### src/rtl/uart_tx_pkg.sv
// Shared definitions for the uart_tx peripheral: register offsets, STATUS
// bit positions, bridge window base and transmitter FSM states.
package uart_tx_pkg;

  localparam logic [1:0] UART_DATA   = 2'd0;
  localparam logic [1:0] UART_STATUS = 2'd1;
  localparam logic [1:0] UART_CTRL   = 2'd2;
  localparam logic [1:0] UART_DIV    = 2'd3;

  localparam int STAT_BUSY    = 0;
  localparam int STAT_FULL    = 1;
  localparam int STAT_EMPTY   = 2;
  localparam int STAT_OVF     = 3;
  localparam int STAT_CNT_LSB = 4;

  localparam logic [31:0] UART_BASE_ADDR = 32'h0000_7F30;

  typedef enum logic [1:0] {
    IDLE  = 2'd0,
    START = 2'd1,
    DATA  = 2'd2,
    STOP  = 2'd3
  } tx_state_e;

endpackage

### src/rtl/uart_tx_if.sv
// Peripheral-bus port of the transmitter as seen from the CPU bridge.
interface uart_tx_if;

  logic [29:0] Addr;
  logic        WE;
  logic [31:0] Din;
  logic [31:0] Dout;

  modport master (output Addr, output WE, output Din, input Dout);
  modport slave  (input Addr, input WE, input Din, output Dout);

endinterface

### src/rtl/uart_tx_fifo.sv
// Synchronous byte FIFO with first-word-fall-through head; pushes while full
// are dropped here, so a same-cycle pop never makes room for them.
module uart_tx_fifo #(
  parameter int DEPTH = 4,
  parameter int WIDTH = 8,
  localparam int AW = $clog2(DEPTH),
  localparam int CW = AW + 1
) (
  input  logic             clk,
  input  logic             reset,
  input  logic             push,
  input  logic             pop,
  input  logic [WIDTH-1:0] din,
  output logic [WIDTH-1:0] dout,
  output logic             full,
  output logic             empty,
  output logic [CW-1:0]    count
);

  logic [WIDTH-1:0] mem [DEPTH];
  logic [AW-1:0]    wr_ptr;
  logic [AW-1:0]    rd_ptr;
  logic             do_push;
  logic             do_pop;

  assign full    = (count == CW'(DEPTH));
  assign empty   = (count == '0);
  assign do_push = push && !full;
  assign do_pop  = pop && !empty;
  assign dout    = mem[rd_ptr];

  always_ff @(posedge clk or negedge reset) begin
    if (!reset) begin
      wr_ptr <= '0;
      rd_ptr <= '0;
      count  <= '0;
    end else begin
      if (do_push) wr_ptr <= wr_ptr + AW'(1);
      if (do_pop)  rd_ptr <= rd_ptr + AW'(1);
      case ({do_push, do_pop})
        2'b10:   count <= count + CW'(1);
        2'b01:   count <= count - CW'(1);
        default: count <= count;
      endcase
    end
  end

  always_ff @(posedge clk) begin
    if (do_push) mem[wr_ptr] <= din;
  end

endmodule

### src/rtl/uart_tx.sv
// Memory-mapped 8N1 serial transmitter: register file, read mux, transmit
// FIFO and the frame FSM driving the registered tx pin.
module uart_tx
  import uart_tx_pkg::*;
#(
  parameter int          FIFO_DEPTH = 4,
  parameter logic [31:0] DIV_RESET  = 32'd15
) (
  input  logic       clk,
  input  logic       reset,
  uart_tx_if.slave   bus,
  output logic       IRQ,
  output logic       tx
);

  localparam int CW = $clog2(FIFO_DEPTH) + 1;

  tx_state_e   state, state_next;
  logic [1:0]  sel;
  logic        push, pop, frame_start, bit_end, busy;
  logic        fifo_full, fifo_empty;
  logic [7:0]  fifo_dout;
  logic [CW-1:0] fifo_count;
  logic        enable, irq_en, overflow;
  logic [31:0] divisor, reload, cnt, status;
  logic [7:0]  shift;
  logic [2:0]  bit_idx;
  logic        unused_addr_bits;

  assign sel              = bus.Addr[3:2];
  assign unused_addr_bits = ^{bus.Addr[29:4], bus.Addr[1:0]};
  assign push             = bus.WE && (sel == UART_DATA);
  assign busy             = (state != IDLE);
  assign bit_end          = (cnt == '0);
  assign IRQ              = irq_en & fifo_empty & ~busy;

  uart_tx_fifo #(.DEPTH(FIFO_DEPTH), .WIDTH(8)) fifo (
    .clk   (clk),
    .reset (reset),
    .push  (push),
    .pop   (pop),
    .din   (bus.Din[7:0]),
    .dout  (fifo_dout),
    .full  (fifo_full),
    .empty (fifo_empty),
    .count (fifo_count)
  );

  always_ff @(posedge clk or negedge reset) begin
    if (!reset) begin
      enable   <= 1'b0;
      irq_en   <= 1'b0;
      divisor  <= DIV_RESET;
      overflow <= 1'b0;
    end else begin
      if (bus.WE) begin
        case (sel)
          UART_STATUS: overflow <= 1'b0;
          UART_CTRL: begin
            enable <= bus.Din[0];
            irq_en <= bus.Din[1];
          end
          UART_DIV: divisor <= bus.Din;
          default: ;
        endcase
      end
      if (push && fifo_full) overflow <= 1'b1;
    end
  end

  always_comb begin
    status                      = '0;
    status[STAT_BUSY]           = busy;
    status[STAT_FULL]           = fifo_full;
    status[STAT_EMPTY]          = fifo_empty;
    status[STAT_OVF]            = overflow;
    status[STAT_CNT_LSB +: 4]   = 4'(fifo_count);
    bus.Dout                    = '0;
    case (sel)
      UART_STATUS: bus.Dout = status;
      UART_CTRL:   bus.Dout = {30'd0, irq_en, enable};
      UART_DIV:    bus.Dout = divisor;
      default:     bus.Dout = '0;
    endcase
  end

  always_ff @(posedge clk or negedge reset) begin
    if (!reset) state <= IDLE;
    else        state <= state_next;
  end

  // A frame can start from IDLE or straight out of STOP, giving gapless back-to-back frames.
  always_comb begin
    state_next  = state;
    pop         = 1'b0;
    frame_start = 1'b0;
    case (state)
      IDLE: begin
        if (enable && !fifo_empty) begin
          state_next  = START;
          pop         = 1'b1;
          frame_start = 1'b1;
        end
      end
      START: if (bit_end) state_next = DATA;
      DATA:  if (bit_end && (bit_idx == 3'd7)) state_next = STOP;
      STOP: begin
        if (bit_end) begin
          if (enable && !fifo_empty) begin
            state_next  = START;
            pop         = 1'b1;
            frame_start = 1'b1;
          end else begin
            state_next = IDLE;
          end
        end
      end
      default: state_next = IDLE;
    endcase
  end

  // The divisor is sampled only at frame start so mid-frame writes cannot stretch a frame.
  always_ff @(posedge clk or negedge reset) begin
    if (!reset) begin
      tx      <= 1'b1;
      cnt     <= '0;
      reload  <= '0;
      shift   <= '0;
      bit_idx <= '0;
    end else if (frame_start) begin
      tx      <= 1'b0;
      shift   <= fifo_dout;
      reload  <= divisor;
      cnt     <= divisor;
      bit_idx <= '0;
    end else if (busy) begin
      if (bit_end) begin
        cnt <= reload;
        case (state)
          START: begin
            tx    <= shift[0];
            shift <= shift >> 1;
          end
          DATA: begin
            tx      <= (bit_idx == 3'd7) ? 1'b1 : shift[0];
            shift   <= shift >> 1;
            bit_idx <= bit_idx + 3'd1;
          end
          default: tx <= 1'b1;
        endcase
      end else begin
        cnt <= cnt - 32'd1;
      end
    end
  end

endmodule

### src/flat_wrapper.sv
// flat-port wrapper written by rule: the top's interface ports become plain ports
module uart_tx_flat import uart_tx_pkg::*;
#(
  parameter int          FIFO_DEPTH = 4,
  parameter logic [31:0] DIV_RESET  = 32'd15
)
  (clk, reset, IRQ, tx, bus_Addr, bus_WE, bus_Din, bus_Dout);
  uart_tx_if bus_i ();
  input  logic clk;
  input  logic reset;
  output logic IRQ;
  output logic tx;
  input wire logic [$bits(bus_i.Addr)-1:0] bus_Addr;
  input wire logic [$bits(bus_i.WE)-1:0] bus_WE;
  input wire logic [$bits(bus_i.Din)-1:0] bus_Din;
  output wire logic [$bits(bus_i.Dout)-1:0] bus_Dout;
  assign bus_i.Addr = bus_Addr;
  assign bus_i.WE = bus_WE;
  assign bus_i.Din = bus_Din;
  assign bus_Dout = bus_i.Dout;
  uart_tx #(.FIFO_DEPTH(FIFO_DEPTH), .DIV_RESET(DIV_RESET)) u_core (.clk(clk), .reset(reset), .bus(bus_i), .IRQ(IRQ), .tx(tx));
endmodule
### config.mk
export PLATFORM = sky130hd
export DESIGN_NAME = uart_tx_flat
export DESIGN_NICKNAME = d
export VERILOG_FILES = /design/src/rtl/uart_tx_pkg.sv /design/src/rtl/uart_tx_if.sv /design/src/rtl/uart_tx_fifo.sv /design/src/rtl/uart_tx.sv /design/src/flat_wrapper.sv
export SDC_FILE = /design/constraint.sdc
export NUM_CORES = 1
export LEC_CHECK = 0
export ABC_AREA = 1
export CAP_MARGIN = 40
export CORE_ASPECT_RATIO = 1.75
export CORE_MARGIN = 2
export CORE_UTILIZATION = 42
export CTS_BUF_LIST = sky130_fd_sc_hd__clkbuf_8
export CTS_CLUSTER_SIZE = 8
export DETAILED_ROUTE_END_ITERATION = 7
export HOLD_SLACK_MARGIN = 0.06
export PLACE_DENSITY_LB_ADDON = 0.3
export RECOVER_POWER = 25
export SLEW_MARGIN = 20
export SYNTH_ARGS = -nofsm -noshare
export SYNTH_HDL_FRONTEND = slang
export SYNTH_SLANG_ARGS = --single-unit
### constraint.sdc
create_clock -name clk -period 7.1 [get_ports clk]
set_clock_uncertainty 0.15 [all_clocks]
set_input_delay 1.065 -clock clk [delete_from_list [all_inputs] [get_ports clk]]
set_output_delay 1.065 -clock clk [all_outputs]
set_load 0.1 [all_outputs]
==> out/results.ini <==
[place]
place_area_sq_um = 9200
dp_hpwl_mm = 14.8
port_buffers = 70
place_congestion = 0.932
dp_slack_ns = 2.50

[hold_path]
hold_path_class = register to register

[floorplan]
fp.dieW_um = 106
die-area_sq_um = 19400
rows = 65
core_sq_um = 18000
ios = 99
initial_core_util_pct = 42.7
fp.dieH_um = 183

[grt]
grt_pass1_wl_mm = 32.9
grt_antenna_before_repair = 0
overflow = 0
grt_max_degree = 69
grt_use_total_pct = 21.6
grt_pass1_vias = 6550

[worst_setup_path]
critical_path_class = input port to output pin
cp.arrival_ns = 3.43
cp_max_fo = 17
required_ns = 5.88
cp-end-kind = output pin
worstSetupStartpoint = bus_Addr[3]
ff2ff_path_depth = 14
critPathLaunchType = input port
reg2reg_from = u_core.state[0]
critPathCapture = bus_Dout[0]
rr_endpoint = u_core.fifo.count[1]
r2r_slack_ns = 3.28

[yosys]
synth_area_leader_cell = dfrtp_1
synth_nets = 1024
synth_seq_cells = 152
synth_top_cells_by_count = 243 x nand2_1, 142 x nor2_1, 115 x dfrtp_1, 113 x nand3_1, 88 x inv_1
synthCells = 946
yosysSeqAreaShare_pct = 51.7
avgSynthCellArea_sq_um = 8.11
synth_edf_count = 32
synthArstFlopShare_pct = 78.9
yosysUniqueCellTypes = 38
synth_top_area_share_pct = 37.5
ys.flop_type = dfrtp_1
yosys_warnings = 0
yosys-top-cells-area = dfrtp_1 37%, edfxtp_1 13%, nand2_1 12%, nand3_1 7.4%, nor2_1 6.9%
yosysMostFrequentCell = nand2_1
synth_area_sq_um = 7680

[clock_tree]
clk_pin_slew_ns = 0.08
postCtsSetupBuffers = 0
cts_num_sinks = 152
ctsHoldBuffers = 0
cts_resized = 0
clk_latency_ns = 0.46
cts_tree = yes
cts-htree-levels = 4
cts_buffers = 17
cts_max_path_buffers = 2
root_buffer = clkbuf_8

[power]
ir_drop_v = 0.000214
power.switching_mw = 1.53
p_leak_nw = 4.49
p_per_area_nw_per_um2 = 366
power_mw = 3.50
switching_share_pct = 43.6
clkPwrFrac_pct = 18.1
p_comb_share_pct = 42.3
p_int_mw = 1.97
power_frac_seq_pct = 39.7

[cells_and_area]
insertedDiodeCount = 0
finalNetCount = 1121
stdcell_area_sq_um = 9570
area_growth_pct = 24.7
drive_gt1_share_pct = 9.85

[sta]
fin_setup_tns_ns = 0
fin_hold_ws_ns = 0.333
fin_ws_ns = 2.45
slew_headroom_pct = -101
rsz0062_at_grt = no
final_hold_viol_count = 0
min_period_over_period_pct = 65.4
maxSlewViolCount = 57
setup_viol = 0
fmax_mhz = 215
finalCriticalPeriod_ns = 4.65
tightest_slew_ns = 3.01

[routing]
drtIter0Drc = 410
drt-total-wl_mm = 19.9
num_vias = 6578
drc = 0
postRouteAntennaNets = 0
via_per_inst = 5.10
wl_per_cell_um = 15.4
first_pass_iters = 5

[outcome]
outcome = complete, but fails checks
violations = capacitance limit, slew limit

[run]
cap_violations = 1

-- layout make-up --
cell class	count	area (sq um)
Clock buffer	17	234
Fill cell	1588	8400
Inverter	90	339
Multi-Input combinational cell	668	3200
Clock inverter	15	141
Sequential cell	152	3970
Tap cell	234	293
Timing Repair Buffer	114	1400
-- kinds of logic (layout without fill, tap and decap cells) --
logic type      after synthesis  after routing  share of synthesized area (%)
compound gates              112            112                           7.84
simple gates                518            518                           28.3
flops                       152            152                           51.7
buf+inv                     126            236                           6.93
mux                           5              5                          0.733
fa+ha+maj                    13             13                           2.22
xor+xnor                     20             20                           2.28
-- worst min path at each step --
stage / startpoint / to / cells after the start / slack, ns
floorplan: u_core.reload[24] / u_core.reload[24] / 2 / 0.30
global placement: u_core.reload[31] / u_core.reload[31] / 2 / 0.31
detailed placement: u_core.reload[29] / u_core.reload[29] / 2 / 0.32
CTS: u_core.reload[15] / u_core.reload[15] / 2 / 0.34
global route: u_core.reload[30] / u_core.reload[30] / 2 / 0.36
finish: u_core.reload[13] / u_core.reload[13] / 2 / 0.33
-- power groups by stage --
stage | registers, mW | logic [mW] | clock network [mW]
3_3_place_gp | 1.40 | 1.35 | 0
2_1_floorplan | 1.32 | 1.10 | 0
5_1_grt | 1.43 | 1.67 | 0.681
4_1_cts | 1.39 | 1.49 | 0.647
6_report | 1.39 | 1.48 | 0.632
3_5_place_dp | 1.40 | 1.49 | 0
-- per-layer routing --
layer / track usage (%) / wire [um]
met5: 0 / 0
met4: 10.2 / 797
met3: 3.59 / 716
met2: 38.4 / 10500
met1: 25.1 / 7870
-- metrics by stage --
stage          util (%)  std cells
3_5_place_dp       51.2       1258
2_1_floorplan         -        946
5_1_grt            53.2       1290
4_1_cts            53.3       1290
3_3_place_gp       47.5       1220
6_report           53.2       1290
-- critical path: stages --
cell             delay [ns]
clkdlybuf4s50_1        0.58
nand2_1                0.33
buf_8                  0.27
inv_1                  0.20
nand2_1                0.10
o211ai_1               0.12
clkdlybuf4s50_1        0.56
buf_8                  0.20
-- registers in the layout (all words and copies together) (netlist names) --
register / count
u_core.cnt: 32
u_core.tx: 1
u_core.bit_idx: 3
u_core.fifo.rd_ptr: 2
u_core.state: 2
u_core.enable: 1
u_core.fifo.wr_ptr: 2
u_core.shift: 8
u_core.fifo.count: 3
u_core.divisor: 32
u_core.overflow: 1
u_core.irq_en: 1
u_core.reload: 32
u_core.fifo.mem: 32
-- placed cells by master, fill, tap and decap left out, types with 2 or more instances in the layout --
cell	synthesis	final
or2_2	2	2
nand4_1	2	2
o21bai_1	3	3
buf_8	0	31
nand2_2	3	4
o211ai_1	2	2
clkinv_4	0	2
clkinv_2	1	2
clkbuf_8	0	17
mux2_2	5	5
xnor2_1	13	13
xor2_1	7	7
buf_16	0	7
a31oi_1	2	2
clkdlybuf4s50_1	0	61
inv_6	0	5
nor2_1	142	142
ha_1	12	12
nor3_1	3	3
clkinvlp_4	0	4
buf_4	3	6
o22ai_1	9	9
inv_1	88	89
dfrtp_1	115	115
edfxtp_1	32	32
nor2_8	2	2
nor2_2	6	6
o21ai_1	13	13
o21ai_0	47	47
dfstp_2	5	5
nand2_1	243	242
nand3_1	113	113
o21a_1	2	2
dlygate4sd3_1	0	8
a21oi_1	31	31
No activity file was read; power rests on OpenSTA's default activity.
